===== config.mk =====
export PLATFORM = sky130hd
export DESIGN_NAME = dino_obstacle_collide_flat
export DESIGN_NICKNAME = d
export VERILOG_FILES = /design/src/rtl/dino_obstacle_collide_if.sv /design/src/rtl/dino_obstacle_collide.sv /design/src/flat_wrapper.sv
export SDC_FILE = /design/constraint.sdc
export NUM_CORES = 1
export LEC_CHECK = 0
export CAP_MARGIN = 20
export CORE_ASPECT_RATIO = 2
export CORE_MARGIN = 3
export CORE_UTILIZATION = 60
export CTS_BUF_LIST = sky130_fd_sc_hd__clkbuf_16
export CTS_CLUSTER_DIAMETER = 120
export DETAILED_ROUTE_END_ITERATION = 10
export PLACE_DENSITY = 0.84
export SLEW_MARGIN = 20
export SYNTH_ARGS = -nofsm -noshare
export SYNTH_HDL_FRONTEND = slang
export SYNTH_SLANG_ARGS = --single-unit

===== constraint.sdc =====
create_clock -name clk -period 5.5 [get_ports clk]
set_input_delay 0.55 -clock clk [delete_from_list [all_inputs] [get_ports clk]]
set_output_delay 0.55 -clock clk [all_outputs]
set_load 0.01 [all_outputs]

===== src/rtl/dino_obstacle_collide_if.sv =====
// Game-state bundle between the jump block / button, the obstacle and
// collision core, and the renderer / score display.
//   start      : jump button level (the core uses its rising edge)
//   dinoY      : dino bottom-edge y from the jump block (y grows downward)
//   obst_x     : cactus left-edge x
//   obst_valid : cactus on screen
//   score      : cleared obstacles, binary, saturating at 9999
//   level      : speed level
//   running    : game FSM in RUN
//   game_over  : game FSM in DEAD
// master = stimulus / jump-block side, slave = the collide core.
interface dino_obstacle_collide_if;
  logic        start;
  logic [7:0]  dinoY;
  logic [7:0]  obst_x;
  logic        obst_valid;
  logic [13:0] score;
  logic [1:0]  level;
  logic        running;
  logic        game_over;

  modport master (
    output start, dinoY,
    input  obst_x, obst_valid, score, level, running, game_over
  );

  modport slave (
    input  start, dinoY,
    output obst_x, obst_valid, score, level, running, game_over
  );
endinterface


===== src/rtl/dino_obstacle_collide.sv =====
// Scrolls one cactus leftward, checks it against the dino's bounding box,
// counts cleared obstacles, raises the speed level every SPEEDUP_PTS points
// and runs the IDLE/RUN/DEAD game FSM.
// Ports:
//   clk : system clock
//   rst : synchronous reset, active-high
//   bus : slave side of dino_obstacle_collide_if (start/dinoY in;
//         obst_x, obst_valid, score, level, running, game_over out)
// All outputs come straight from flops.
module dino_obstacle_collide #(
  parameter int         GROUND_Y    = 181,
  parameter int         OBST_H      = 20,
  parameter int         DINO_X      = 40,
  parameter int         DINO_W      = 16,
  parameter int         OBST_W      = 10,
  parameter int         SCREEN_W    = 240,
  parameter int         STEP_DIV    = 120000,
  parameter int         SPEEDUP_PTS = 10,
  parameter int         MAX_LEVEL   = 3,
  parameter logic [7:0] LFSR_SEED   = 8'hA5
) (
  input  logic                   clk,
  input  logic                   rst,
  dino_obstacle_collide_if.slave bus
);

  localparam int PW  = (STEP_DIV > 1) ? $clog2(STEP_DIV) : 1;
  localparam int PTW = (SPEEDUP_PTS > 1) ? $clog2(SPEEDUP_PTS) : 1;

  localparam logic [7:0]     SPAWN_X   = 8'(SCREEN_W - 1);
  localparam logic [7:0]     CLEAR_Y   = 8'(GROUND_Y - OBST_H);
  localparam logic [8:0]     DINO_R    = 9'(DINO_X + DINO_W - 1);
  localparam logic [8:0]     DINO_L    = 9'(DINO_X);
  localparam logic [8:0]     OBST_SPAN = 9'(OBST_W - 1);
  localparam logic [13:0]    SCORE_MAX = 14'd9999;
  localparam logic [1:0]     LEVEL_MAX = 2'(MAX_LEVEL);
  localparam logic [PTW-1:0] PTS_LAST  = PTW'(SPEEDUP_PTS - 1);

  typedef enum logic [1:0] {
    S_IDLE = 2'd0,
    S_RUN  = 2'd1,
    S_DEAD = 2'd2
  } state_e;

  // 8-bit Fibonacci LFSR, taps 8,6,5,4 (bits 7,5,4,3), shifting toward the MSB.
  function automatic logic [7:0] lfsr_next(input logic [7:0] v);
    return {v[6:0], v[7] ^ v[5] ^ v[4] ^ v[3]};
  endfunction

  state_e         state_q, state_d;
  logic           start_q;
  logic [7:0]     lfsr_q, lfsr_d;
  logic [PW-1:0]  presc_q, presc_d;
  logic [7:0]     obst_x_q, obst_x_d;
  logic           obst_valid_q, obst_valid_d;
  logic [13:0]    score_q, score_d;
  logic [1:0]     level_q, level_d;
  logic [PTW-1:0] pts_q, pts_d;
  logic [5:0]     gap_q, gap_d;
  logic           running_q, running_d;
  logic           game_over_q, game_over_d;

  logic           start_edge_s;
  logic           tick_s;
  logic           hit_s;
  logic           x_overlap_s;
  logic           dino_low_s;
  logic [PW-1:0]  step_lim_s;

  assign start_edge_s = bus.start & ~start_q;

  // Next-state, scroll, scoring and collision logic.
  always_comb begin
    state_d      = state_q;
    lfsr_d       = lfsr_next(lfsr_q);
    presc_d      = presc_q;
    obst_x_d     = obst_x_q;
    obst_valid_d = obst_valid_q;
    score_d      = score_q;
    level_d      = level_q;
    pts_d        = pts_q;
    gap_d        = gap_q;
    tick_s       = 1'b0;
    hit_s        = 1'b0;

    // Overlap is evaluated 9 bits wide so obst_x + OBST_W - 1 cannot wrap.
    x_overlap_s = ({1'b0, obst_x_q} <= DINO_R) &&
                  (({1'b0, obst_x_q} + OBST_SPAN) >= DINO_L);
    // dinoY equal to the cactus top counts as clear.
    dino_low_s  = (bus.dinoY > CLEAR_Y);
    // A level change lands on a tick, where the prescaler has just wrapped,
    // so the shorter period never sees a prescaler already past its limit.
    step_lim_s  = PW'((STEP_DIV >> level_q) - 1);

    case (state_q)
      S_IDLE, S_DEAD: begin
        if (start_edge_s) begin
          state_d      = S_RUN;
          score_d      = 14'd0;
          level_d      = 2'd0;
          pts_d        = '0;
          presc_d      = '0;
          gap_d        = 6'd0;
          obst_x_d     = SPAWN_X;
          obst_valid_d = 1'b1;
        end else begin
          state_d = state_q;
        end
      end
      S_RUN: begin
        hit_s  = obst_valid_q & x_overlap_s & dino_low_s;
        tick_s = (presc_q == step_lim_s);
        if (hit_s) begin
          // Collision beats a coincident tick: nothing moves or scores.
          state_d = S_DEAD;
        end else begin
          presc_d = tick_s ? '0 : presc_q + PW'(1);
          if (tick_s && obst_valid_q) begin
            if (obst_x_q != 8'd0) begin
              obst_x_d = obst_x_q - 8'd1;
            end else begin
              obst_valid_d = 1'b0;
              score_d      = (score_q == SCORE_MAX) ? score_q : score_q + 14'd1;
              gap_d        = 6'd8 + {1'b0, lfsr_q[4:0]};
              if (pts_q == PTS_LAST) begin
                pts_d   = '0;
                level_d = (level_q == LEVEL_MAX) ? level_q : level_q + 2'd1;
              end else begin
                pts_d = pts_q + PTW'(1);
              end
            end
          end else if (tick_s) begin
            // Off-screen: count the gap down, spawn on the tick that finds it empty.
            if (gap_q == 6'd0) begin
              obst_x_d     = SPAWN_X;
              obst_valid_d = 1'b1;
            end else begin
              gap_d = gap_q - 6'd1;
            end
          end else begin
            obst_x_d = obst_x_q;
          end
        end
      end
      default: begin
        state_d = S_IDLE;
      end
    endcase

    running_d   = (state_d == S_RUN);
    game_over_d = (state_d == S_DEAD);
  end

  // State and datapath registers with synchronous reset.
  always_ff @(posedge clk) begin
    if (rst) begin
      state_q      <= S_IDLE;
      start_q      <= 1'b0;
      lfsr_q       <= LFSR_SEED;
      presc_q      <= '0;
      obst_x_q     <= 8'd0;
      obst_valid_q <= 1'b0;
      score_q      <= 14'd0;
      level_q      <= 2'd0;
      pts_q        <= '0;
      gap_q        <= 6'd0;
      running_q    <= 1'b0;
      game_over_q  <= 1'b0;
    end else begin
      state_q      <= state_d;
      start_q      <= bus.start;
      lfsr_q       <= lfsr_d;
      presc_q      <= presc_d;
      obst_x_q     <= obst_x_d;
      obst_valid_q <= obst_valid_d;
      score_q      <= score_d;
      level_q      <= level_d;
      pts_q        <= pts_d;
      gap_q        <= gap_d;
      running_q    <= running_d;
      game_over_q  <= game_over_d;
    end
  end

  assign bus.obst_x     = obst_x_q;
  assign bus.obst_valid = obst_valid_q;
  assign bus.score      = score_q;
  assign bus.level      = level_q;
  assign bus.running    = running_q;
  assign bus.game_over  = game_over_q;

endmodule

===== src/flat_wrapper.sv =====
// flat-port wrapper written by rule: the top's interface ports become plain ports
module dino_obstacle_collide_flat 
#(
  parameter int         GROUND_Y    = 181,
  parameter int         OBST_H      = 20,
  parameter int         DINO_X      = 40,
  parameter int         DINO_W      = 16,
  parameter int         OBST_W      = 10,
  parameter int         SCREEN_W    = 240,
  parameter int         STEP_DIV    = 120000,
  parameter int         SPEEDUP_PTS = 10,
  parameter int         MAX_LEVEL   = 3,
  parameter logic [7:0] LFSR_SEED   = 8'hA5
)
  (clk, rst, bus_start, bus_dinoY, bus_obst_x, bus_obst_valid, bus_score, bus_level, bus_running, bus_game_over);
  dino_obstacle_collide_if bus_i ();
  input  logic clk;
  input  logic rst;
  input wire logic [$bits(bus_i.start)-1:0] bus_start;
  input wire logic [$bits(bus_i.dinoY)-1:0] bus_dinoY;
  output wire logic [$bits(bus_i.obst_x)-1:0] bus_obst_x;
  output wire logic [$bits(bus_i.obst_valid)-1:0] bus_obst_valid;
  output wire logic [$bits(bus_i.score)-1:0] bus_score;
  output wire logic [$bits(bus_i.level)-1:0] bus_level;
  output wire logic [$bits(bus_i.running)-1:0] bus_running;
  output wire logic [$bits(bus_i.game_over)-1:0] bus_game_over;
  assign bus_i.start = bus_start;
  assign bus_i.dinoY = bus_dinoY;
  assign bus_obst_x = bus_i.obst_x;
  assign bus_obst_valid = bus_i.obst_valid;
  assign bus_score = bus_i.score;
  assign bus_level = bus_i.level;
  assign bus_running = bus_i.running;
  assign bus_game_over = bus_i.game_over;
  dino_obstacle_collide #(.GROUND_Y(GROUND_Y), .OBST_H(OBST_H), .DINO_X(DINO_X), .DINO_W(DINO_W), .OBST_W(OBST_W), .SCREEN_W(SCREEN_W), .STEP_DIV(STEP_DIV), .SPEEDUP_PTS(SPEEDUP_PTS), .MAX_LEVEL(MAX_LEVEL), .LFSR_SEED(LFSR_SEED)) u_core (.clk(clk), .rst(rst), .bus(bus_i));
endmodule

# ---- Word-level counts from Yosys, hierarchy flattened
# Cells that the tools add are included.
dict set report op_classes {
  n_addsub 9
  n_lt_le_gt_ge 3
  eq_ne 20
  shift 1
  mux 47
  bitwise 7
  reduce_logical 14
}
# op n
set op_table {}
lappend op_table {{$mux 14} 5}
lappend op_table {{$mux 17} 3}
lappend op_table {{$mux 8} 6}
lappend op_table {{$mux 6} 6}
lappend op_table {{$pmux 17 s2} 1}
lappend op_table {{$pmux 14 s2} 1}
lappend op_table {{$reduce_and 6->1} 4}
lappend op_table {{$mux 4} 5}
lappend op_table {{$add 17x1->17 const B} 1}
lappend op_table {{$eq 17x17->1} 1}
lappend op_table {{$shr 17x2->17 const A} 1}
lappend op_table {{$sub 17x2->17 const B} 1}
lappend op_table {{$mux 2} 8}
lappend op_table {{$pmux 8 s2} 1}
lappend op_table {{$add 14x1->14 const B} 1}
lappend op_table {{$eq 14x14->1 const B} 1}
lappend op_table {{$pmux 6 s2} 1}
lappend op_table {{$add 8x4->9 const B} 1}
lappend op_table {{$ge 9x6->1 const B} 1}
lappend op_table {{$gt 8x8->1 const B} 1}
lappend op_table {{$le 8x6->1 const B} 1}
lappend op_table {{$ne 2x2->1 const B} 4}
lappend op_table {{$pmux 2 s2} 2}
lappend op_table {{$pmux 4 s2} 1}
lappend op_table {{other kinds (26)} 43}
dict set report word_totals {
  reg_bits 65
  in_bits 11
  out_inout_bits 27
  wordCells 113
}

# ---- Logic depth before layout (Yosys ltp)
dict set report logic_depth {
  depth_word 8
  mapped_depth 11
  mapped_depth_nobuf 9
}

# ---- Worst setup path after synthesis
# Ideal clock, no wire load.
dict set report synth_path {
  kind {reg2reg}
  startpoint {register u_core.level_q[0] (netlist: u_core.bus.level[0])}
  endpoint {register u_core.level_q[0] (netlist: u_core.bus.level[0])}
  setup_time_ns 0.075
  arrival_time_ns 2.900
  t_required_ns 5.425
  path_slack_ns 2.525
  path_stages_with_launch 11
  n_path_buf 1
  period_less_slack_ns 2.975
  cell_sequence {dfxtp_1 > inv_1 > ha_1 > or2_2 > o31ai_4 > nand4_1 > o31a_1 > buf_6 > or2_4 > or4_1 > o22ai_1}
}
dict set report synth_via {
  elab_chain_cells 7
  word_cells_on_any_way 15
  classes_between {add/sub: 2; eq/ne: 4; shift: 1; mux: 6; reduce/logical: 2}
}
# element line
set synth_rtl {}
lappend synth_rtl {{start, declared} dino_obstacle_collide.sv:57} ;# logic [1:0] level_q, level_d;
lappend synth_rtl {{start signal, assigned} dino_obstacle_collide.sv:177} ;# level_q <= level_d;
lappend synth_rtl {{branches (longest 7 deep; another with $sub 17x2->17)} n/a}
# Parallel ways; which one is timed is not known. The select of a mux whose other input is x is not followed.
# A chain may end at the register's enable or synchronous reset.

# ---- Final worst setup path
dict set report layout_path {
  startpoint {register u_core.level_q[0] (netlist: u_core.bus.level[0])}
  endpoint {register u_core.presc_q[10]}
}
dict set report layout_via {
  elab_chain_cells 6
}
# element line
set layout_rtl {}
lappend layout_rtl {{$shr 17x2->17} dino_obstacle_collide.sv:93} ;# step_lim_s = PW'((STEP_DIV >> level_q) - 1);
lappend layout_rtl {{$sub 17x2->17} dino_obstacle_collide.sv:93}
lappend layout_rtl {{$eq 17x17->1} dino_obstacle_collide.sv:112} ;# tick_s = (presc_q == step_lim_s);
lappend layout_rtl {{$mux 17} dino_obstacle_collide.sv:117} ;# presc_d = tick_s ? '0 : presc_q + PW'(1);
lappend layout_rtl {{$mux 17} dino_obstacle_collide.sv:113} ;# if (hit_s) begin
lappend layout_rtl {{$pmux 17 s2} dino_obstacle_collide.sv:95} ;# case (state_q)
lappend layout_rtl {{end signal, assigned} dino_obstacle_collide.sv:173} ;# presc_q <= presc_d;
lappend layout_rtl {{end, declared} dino_obstacle_collide.sv:53} ;# logic [PW-1:0] presc_q, presc_d;
# Every way passes these cells. The select of a mux whose other input is x is not followed.

==> results.md <==
* CTS H-Tree Depth at 3
* Top cell type's share of synthesized area at 35.12%
* Post-CTS setup buffers at 0
* Finished Layout Cells at 544
* Diodes inserted at 0
* Outcome: finished, final reports clean
* Pin count of the biggest net entering global routing at 39
* DR WL/cell at about 17 um
* Vias at 3444
* Syn_nets at 479
* Slew Limit Fails at 0
* Predominant post-synthesis flop cell: dfxtp_1
* Mean Syn Cell Area at 8.233 um2
* CP required at 5710 ps
* Unrepaired setup endpoints after global routing: false
* Total global routing overflow at 0
* DRT iter0 DRCs at ~250
* DRC violations left at 0
* Hpwl dp at 6332 um
* Cell Area, Synth at about 3700 um2
* Synth cell types at 63
* Worst-Margin Slew at around 810 ps
* IO buf count at 36
* Vias in the first global route at 3410
* Setup violations, final at 0
* Clock Tree Root: clkbuf_16
* Area grow syn2layout at 17.22%
* CTS tree: done
* Number of synthesis warnings at 0
* CTS sink count at 65
* Tot GR Track Use at around 28%
* Crit Path Class: flip-flop to flip-flop
* ANT nets after route at 0
* Number of synthesized flops with an enable pin at 0
* Synth area leaders: dfxtp_1 35%, xnor2_1 7.1%, ha_1 6.1%
* Share of flip-flops with an asynchronous set or reset at 0%
* Cell row count at 39
* CP Max Fanout at 16
* Max VDD drop at 0.2259 mV
* CTS Buffer Depth at 2
* Layout cells sized above 1 at 7.660%
* Synth area leader: dfxtp_1
* Core area at a little under 6000 um2
* WP data arrival at 3840 ps
* Worst skew pair latency at between 300 and 400 ps
* Register area share after synthesis at a little over a third
* Largest family of logic cells by synthesized area: simple AND/OR/NAND/NOR gates
* Die ar. at ~7000 um2
* Synth Instances at 450
* Total negative slack at 0 ps
* Initial Utilization at 63.27%
* CTS Hold Bufs at 0
* Complex-gate fraction of the synthesized area at 12.53%
* Global-route wire length before repair at between 15000 and 20000 um
* Max_slew headroom at ~46%
* Final period util at between 60% and 70%
* XOR/XNOR share of the synthesized area at 8.511%
* Mux cell area share after synthesis at between 1 and 1.5%
* #FFs+latches synth at 65
* Max_cap viols at 0
* Antenna violations before repair at 0
* Die Y at 117.1 um
* Synth Area in Adders at between 6 and 7%
* Post-CTS Resized at 0
* Pre-antenna DRT Iters at 4
* P per Cell Area at 285.6 nW/um2
* Critical Path End Type: flip-flop
* Drt via density at about 6.3
* Tmin final at 3637 ps
* Placed Area at around 4100 um2
* Fin area at ~4300 um2
* Final hold vios at 0
* Reg clk slew, reported paths at roughly 60 ps
* Worst Hold Class: flip-flop to flip-flop
* Leakage power at between 1 and 1.5 nW
* GP Congestion at between 0.9 and 1
* Routed WL at 9121 um
* Placed cells at around 530
* Clock Skews at between 7 and 8 ps
* Synth Area in Simple Gates at roughly 32%
* Final #Nets at ~510
* Die Span X at 61.57 um
* Cts bufs inserted at 9
* Num ports at 38
* Startpoint types: flip-flop
* Fmax at approximately 270 MHz
-- registers in the layout (all words and copies together) (netlist names) --
| register | cells |
|---|---|
| u_core.start_q | 1 |
| u_core.bus.running | 1 |
| u_core.pts_q | 4 |
| u_core.bus.game_over | 1 |
| u_core.bus.obst_x | 8 |
| u_core.gap_q | 6 |
| u_core.bus.obst_valid | 1 |
| u_core.presc_q | 17 |
| u_core.lfsr_q | 8 |
| u_core.bus.score | 14 |
| u_core.state_q | 2 |
| u_core.bus.level | 2 |
-- per-stage QoR --
| stage | setup slack, ps | hold WS, ps | power [W] | util [%] |
|---|---|---|---|---|
| global route | 1511 | 445.9 | 0.001293 | 74.17 |
| finish | 1863 | 426.8 | 0.001240 | 74.17 |
| CTS | 1871 | 427.2 | 0.001241 | 74.17 |
| global placement | 1870 | 397.8 | 0.0007176 | 69.55 |
| detailed placement | 1869 | 409.5 | 0.0007235 | 69.55 |
| floorplan | 2525 | 389.5 | 0.0006612 | - |
-- logic make-up after synthesis --
family                     after synthesis
adders and majority gates               18
DFF                                     65
muxes                                    4
AOI/OAI and AO/OA                       68
buffers and inverters                   39
and+or+nand+nor                        220
xor gates and xnor gates                36
-- layer usage --
metal / part of all wire [%] / routed length, um / vias to the layer above / GRT usage (%)
met5: 0 / 0 / - / 0
met4: 4.5 / 406 / 0 / 17.56
met3: 4.4 / 398 / 37 / 8.233
met2: 54 / 4932 / 112 / 48.64
met1: 37 / 3384 / 1631 / 28.73
li1: - / - / 1664 / -
-- worst max-delay path, stage by stage (launching register included) --
cell     delay, ps
dfxtp_1        570
inv_1          200
ha_1           270
or2_2          340
o31ai_4        250
nand3_1        160
o21ai_1        350
nor2b_1        710
or2_1          540
nor2_1         100
-- synthesized netlist by cell type, types with 2 or more instances --
cell	n
or3_1	7
xnor2_1	30
or4_1	7
nor2b_1	11
a211oi_1	3
buf_2	7
a21oi_1	24
o21ai_0	5
or4b_1	2
clkbuf_1	15
nand2b_1	4
nand3_1	18
a31o_2	2
dfxtp_1	65
nand2_1	39
a21o_1	2
nor3_1	22
a31oi_1	5
xor2_1	6
ha_1	18
nor3_2	2
inv_1	16
nor2_1	52
a311oi_1	2
a41oi_1	2
nor4_1	12
and4_1	3
nor4b_1	2
nand4_1	13
mux2_2	2
o21ai_1	5
nor3b_1	2
or2_2	6
mux2i_1	2
a2111o_1	2
nand4b_1	2
and3_1	7
-- area by class of cell --
cell class                 instances  area [um2]
multi-input combinational        346        2245
fill                             450        1513
sequential                        65        1301
timing repair buffer              40       390.4
clock buffer                       9       225.2
tap                               61       76.32
inverter                          16       60.06
clock inverter                     7       45.04
-- cells in the final DEF, fill, tap and decap left out, types with 3 or more instances in the layout --
master           count
dfxtp_1             65
nor2_1              52
nand2_1             39
clkdlybuf4s50_1     36
xnor2_1             30
a21oi_1             24
nor3_1              22
nand3_1             18
ha_1                18
inv_1               16
nand4_1             13
nor4_1              12
nor2b_1             11
clkbuf_16            9
and3_1               7
or3_1                7
or4_1                7
xor2_1               6
or2_2                6
o21ai_0              5
o21ai_1              5
a31oi_1              5
nand2b_1             4
buf_4                4
and4_1               3
a211oi_1             3
-- path summary, 6_finish.rpt --
path / from / end / slack [ps] / cells past startpoint
max: u_core.bus.level[0] / u_core.presc_q[10] / 1860 / 9
min: u_core.lfsr_q[6] / u_core.lfsr_q[7] / 430 / 1
max reg2reg: u_core.bus.level[0] / u_core.presc_q[10] / 1860 / 9
min reg2reg: u_core.lfsr_q[6] / u_core.lfsr_q[7] / 430 / 1
-- power breakdown --
group	total (W)	internal (W)	leakage, nW	switching [W]
logic	0.000196	0.0000822	0.839	0.000114
clock network	0.000522	0.000303	0.127	0.000219
registers	0.000522	0.000493	0.530	0.0000299
total	0.00124	0.000878	1.50	0.000362
Power figures use the tool's default switching activity.
==> RTL change 1, RTL diff (config.mk and constraints unchanged) <==
The 3 states of `state_e` get a one-hot encoding in 3 bits.
--- a/src/rtl/dino_obstacle_collide.sv
+++ b/src/rtl/dino_obstacle_collide.sv
@@ -36,10 +36,10 @@
   localparam logic [1:0]     LEVEL_MAX = 2'(MAX_LEVEL);
   localparam logic [PTW-1:0] PTS_LAST  = PTW'(SPEEDUP_PTS - 1);
 
-  typedef enum logic [1:0] {
-    S_IDLE = 2'd0,
-    S_RUN  = 2'd1,
-    S_DEAD = 2'd2
+  typedef enum logic [2:0] {
+    S_IDLE = 3'b001,
+    S_RUN  = 3'b010,
+    S_DEAD = 3'b100
   } state_e;
 
   // 8-bit Fibonacci LFSR, taps 8,6,5,4 (bits 7,5,4,3), shifting toward the MSB.
Behaviour: same outputs for any inputs over 10 cycles, from zero or initial values and one cycle with rst high; not proved beyond that.
==> RTL change 1 against the unedited design <==
  * Final area up 3.0%
  * Worst setup slack better by 240 ps
  * Power down 3.7%
  * Synthesized area up 1.9%
  * Clock skew down 2.3 ps
  * Sequential share of layout area down 0.42 points
  * Sequential cell count up 1
  * Routed wire length down 1.0%
==> RTL change 1: results (changes against the unedited design) <==
* Leakage at 1.600 nW (+6.9%)
* Vias at 3520 (+2.2%)
* Crit path max fanout at 13 (-3)
* Top cells by area, synth: dfxtp_1, ha_1, xor2_1
* Netlist cell types at 55 (-13%)
* DRT Wirelength at 9.029 mm (-1.0%)
* Sequential element share of the synthesized area at 34.99% (-0.13 points)
* First-pass DRT Iterations at 5 (+1)
* Metal-1 WL at 3.475 mm (+2.7%)
* Commonest cells post-synth: dfxtp_1, nor2_1, nand3_1
* GP Congestion at 0.9037 (-1.0%)
* Worst Skew at 5.525 ps (-2.300 ps)
* PwrDens at 267.1 nW/um^2 (-6.5%)
* Largest register FFs at 17 (unchanged)
* Inst Count DP at 554 (+4.9%)
* CP arrival at 3640 ps (-200 ps)
* Total GRT Usage at 26.81% (-1.5 points)
* Comb power at 138 uW (-30%)
* Worst vdd ir at 0.2227 mV (-1.4%)
* Met2 Routed Length at 4.893 mm (-0.79%)
* Setup WS pre-CTS at 2150 ps (+281.0 ps)
* Via density at 6.186 (-2.3%)
* Worst slew pin tran at 903.1 ps (+91.42 ps)
* Outcome: finished clean
* Resize count post-CTS at 0 (unchanged)
* DP HPWL at 6.520 mm (+3.0%)
* Design internal power at 898.3 uW (+2.3%)
* Starting DRT DRC Count at 180 (-27%)
* Largest net degree at the start of global routing at 40 (+2.6%)
* Final Net Count at 510 (+0.59%)
* First-pass GRT wire length at 15.26 mm (-0.59%)
* Flop pwr share at 43.4% (+1.3 points)
* Synthesized net count at 475 (-0.84%)
* Average cell area after synthesis at 8.467 sq um (+2.8%)
==> RTL change 1: final cells by class <==
class | instances | area, sq um | area share [%]
multi-input combinational | 350 | 2326 | 52.01
clock buffer | 9 | 225.2 | 5.036
inverter | 14 | 52.55 | 1.175
timing repair buffer | 40 | 390.4 | 8.730
sequential | 66 | 1321 | 29.55
tap | 84 | 105.1 | 2.350
clock inverter | 6 | 51.30 | 1.147
==> RTL change 1: per-layer routing <==
| metal | GRT usage [%] | vias up |
|---|---|---|
| met4 | 15.27 | 0 |
| met3 | 6.995 | 32 |
| met2 | 44.22 | 84 |
| met5 | 0 | - |
| met1 | 29.00 | 1689 |
| li1 | - | 1715 |
==> RTL change 1: logic make-up after synthesis <==
family,Yosys count,share of synthesized area (%)
AO/OA/AOI/OAI,86,15.67
XOR/XNOR,33,7.654
adder cells (fa/ha/maj),18,5.964
buffers and inverters,30,3.413
flip-flops,66,34.99
multiplexers,6,1.591
AND/OR/NAND/NOR,207,30.72
==> RTL change 1: worst max-delay path, stage by stage, from the launching register on <==
cell	delay, ps
dfxtp_1	590
inv_1	180
ha_1	270
nor4_1	240
and3_1	270
mux2i_1	510
a211oi_4	180
a31oi_1	690
a221oi_1	140
nor3_1	230
==> RTL change 1: stage by stage <==
step           hold WS [ps]  utilization [%]  cell area, sq um
6_report              429.3            73.84              4472
3_3_place_gp          402.2            69.28              4195
3_5_place_dp          406.1            69.28              4195
4_1_cts               427.0            73.84              4472
2_1_floorplan         389.5                -              3776
5_1_grt               437.4            73.84              4472
==> RTL change 1: path summary, 6_finish.rpt <==
path / endpoint / slack [ps] / cells past startpoint
min: u_core.lfsr_q[7] / 430 / 1
max: u_core.gap_q[3] / 2110 / 9
min reg2reg: u_core.lfsr_q[7] / 430 / 1
max reg2reg: u_core.gap_q[3] / 2110 / 9
==> RTL change 2, RTL diff (same flow settings) <==
Made on the original files. `STEP_DIV` is set to 120000 in 2 places; all go to 60000.
--- a/src/rtl/dino_obstacle_collide.sv
+++ b/src/rtl/dino_obstacle_collide.sv
@@ -14,7 +14,7 @@
   parameter int         DINO_W      = 16,
   parameter int         OBST_W      = 10,
   parameter int         SCREEN_W    = 240,
-  parameter int         STEP_DIV    = 120000,
+  parameter int         STEP_DIV    = 60000,
   parameter int         SPEEDUP_PTS = 10,
   parameter int         MAX_LEVEL   = 3,
   parameter logic [7:0] LFSR_SEED   = 8'hA5
--- a/src/flat_wrapper.sv
+++ b/src/flat_wrapper.sv
@@ -7,7 +7,7 @@
   parameter int         DINO_W      = 16,
   parameter int         OBST_W      = 10,
   parameter int         SCREEN_W    = 240,
-  parameter int         STEP_DIV    = 120000,
+  parameter int         STEP_DIV    = 60000,
   parameter int         SPEEDUP_PTS = 10,
   parameter int         MAX_LEVEL   = 3,
   parameter logic [7:0] LFSR_SEED   = 8'hA5
Behaviour: same outputs for any inputs over 10 cycles, from zero or initial values and one cycle with rst high; that may be too few to reach the edited logic, so the function may still have changed.
==> RTL change 2 against the unedited design <==
  * Die area decreased by 6.7%
  * Power down 1.6%
  * Synthesized area shrank 7.3%
  * Routed wire length down 16%
  * Cell count fell by 7.5%
  * Worst setup slack worse by 440 ps
  * Sequential cell count shrank 1
  * Final area fell by 4.3%
  * Largest cell class unchanged
  * Largest power group is now the clock network
==> RTL change 2: results (changes against the unedited design) <==
* H-tree level count at 3 (unchanged)
* Synth Warn # at 0 (unchanged)
* Resize count post-CTS at 0 (unchanged)
* Commonest cells post-synth: dfxtp_1, nor2_1, a21oi_1
* Root buf cell: clkbuf_16
* Setup WS pre-CTS at 1485 ps (-384.3 ps)
* Worst-skew pair later-pin latency at about 330 ps
* Starting DRT DRC Count at 167 (-32%)
* Largest net degree at the start of global routing at 38 (-2.6%)
* Clock-pin slew on the worst setup and hold paths at 50 ps
* Total GRT Usage at 24.94% (-3.4 points)
* First-pass DRT Iterations at 4 (unchanged)
* Via density at 5.938 (-6.2%)
* Gate Count Post-Synth at 402 (-11%)
* Post-DR wirelength/cell at 15.20 um (-9.3%)
* CP delay by family, top: simple AND/OR/NAND/NOR gates
* Top reg by flops: u_core.presc_q
* Netlist cell types at 51 (-19%)
* Placed Area at 3836 sq um (-5.8%)
* CP arrival at 4340 ps (+500 ps)
* WHS at 418.6 ps (-8.216 ps)
* Sequential element share of the synthesized area at 37.29% (+2.2 points)
* Hold crit path type: reg -> reg
* Inst Count DP at 487 (-7.8%)
* Final Net Count at 467 (-7.9%)
* Worst vdd ir at 0.3343 mV (+48%)
* Synthesized net count at 431 (-10%)
* Worst path slowest cell: mux2i_1
* Final worst-path cycle share at 74.22% (+8.1 points)
* Top cells by area, synth: dfxtp_1, ha_1, xor2_1
* # diodes at 0 (unchanged)
* DP HPWL at 5.563 mm (-12%)
* Worst slew pin tran at 876.2 ps (+64.47 ps)
* Postcts setup bufs at 0 (unchanged)
* Slowest cell delay on critical path at 680 ps (-30 ps)
* Crit path max fanout at 17 (+1)
* Asr flop ratio synth at 0% (unchanged)
* Final Hold Fails at 0 (unchanged)
* First-pass GRT wire length at 12.99 mm (-15%)
* Initial antenna violation count at 0 (unchanged)
* Largest register FFs at 16 (-1)
* CTS Buf Count at 9 (unchanged)
* GP Congestion at 0.9099 (-0.35%)
* Count of input and output buffers at 36 (unchanged)
* Outcome: finished clean
* Vias at 2987 (-13%)
* Worst Skew at 3.125 ps (-4.699 ps)
* Longest Clk Path Bufs at 2 (unchanged)
* Leakage at 1.492 nW (-0.27%)
* Flop-to-flop setup slack at 1420 ps (-440 ps)
* Top_reg_cell synth: dfxtp_1
* Share of cells above drive strength 1 at 7.449% (-0.21 points)
-- RTL change 2: changes by cell type in the layout (fill, tap and decap cells not counted), moves of 4 or more --
cell,delta
a31oi_1,-4
xnor2_1,-10
nor3_1,-6
xor2_1,+16
nand2_1,-14
mux2i_1,+5
nand3_1,-6
nor4_1,-8
o21ai_1,-5
o21ai_0,+7
-- RTL change 2: kinds of logic (layout without fill, tap and decap cells) --
group | Yosys count | in the layout | share of synthesized area, %
mux | 8 | 8 | 2.367
compound gates | 64 | 64 | 12.78
simple gates | 174 | 174 | 26.77
xor+xnor | 42 | 42 | 10.71
buf+inv | 32 | 73 | 3.532
fa+ha+maj | 18 | 18 | 6.555
flops | 64 | 64 | 37.29
-- RTL change 2: path summary, 6_finish.rpt --
path | to | from | depth (start not counted)
max | u_core.gap_q[5] | u_core.bus.level[0] | 11
min | u_core.lfsr_q[7] | u_core.lfsr_q[6] | 1
max reg2reg | u_core.gap_q[5] | u_core.bus.level[0] | 11
min reg2reg | u_core.lfsr_q[7] | u_core.lfsr_q[6] | 1
-- RTL change 2: metal layers --
layer  up-vias  wire length (um)  track usage, %  share of wire [%]
li1       1488                 -               -                  -
met5         -                 0               0                  0
met1      1430              2898           25.23                 38
met2        47              4308           44.12                 56
met4         0               228           14.79                3.0
met3        22               212           5.708                2.8
-- RTL change 2: report_power, final --
group / leakage [nW] / switching (mW) / internal [mW]
clock: 0.149 / 0.204 / 0.396
combinational: 0.822 / 0.0615 / 0.0574
sequential: 0.521 / 0.0198 / 0.482
-- RTL change 2: final cells by class --
cell class	instances	area [sq um]
clock buffer	9	225.2
clock inverter	7	96.34
fill	386	1310
inverter	19	71.32
multi-input combinational	306	2033
sequential	64	1281
tap	60	75.07
timing repair buffer	38	375.4
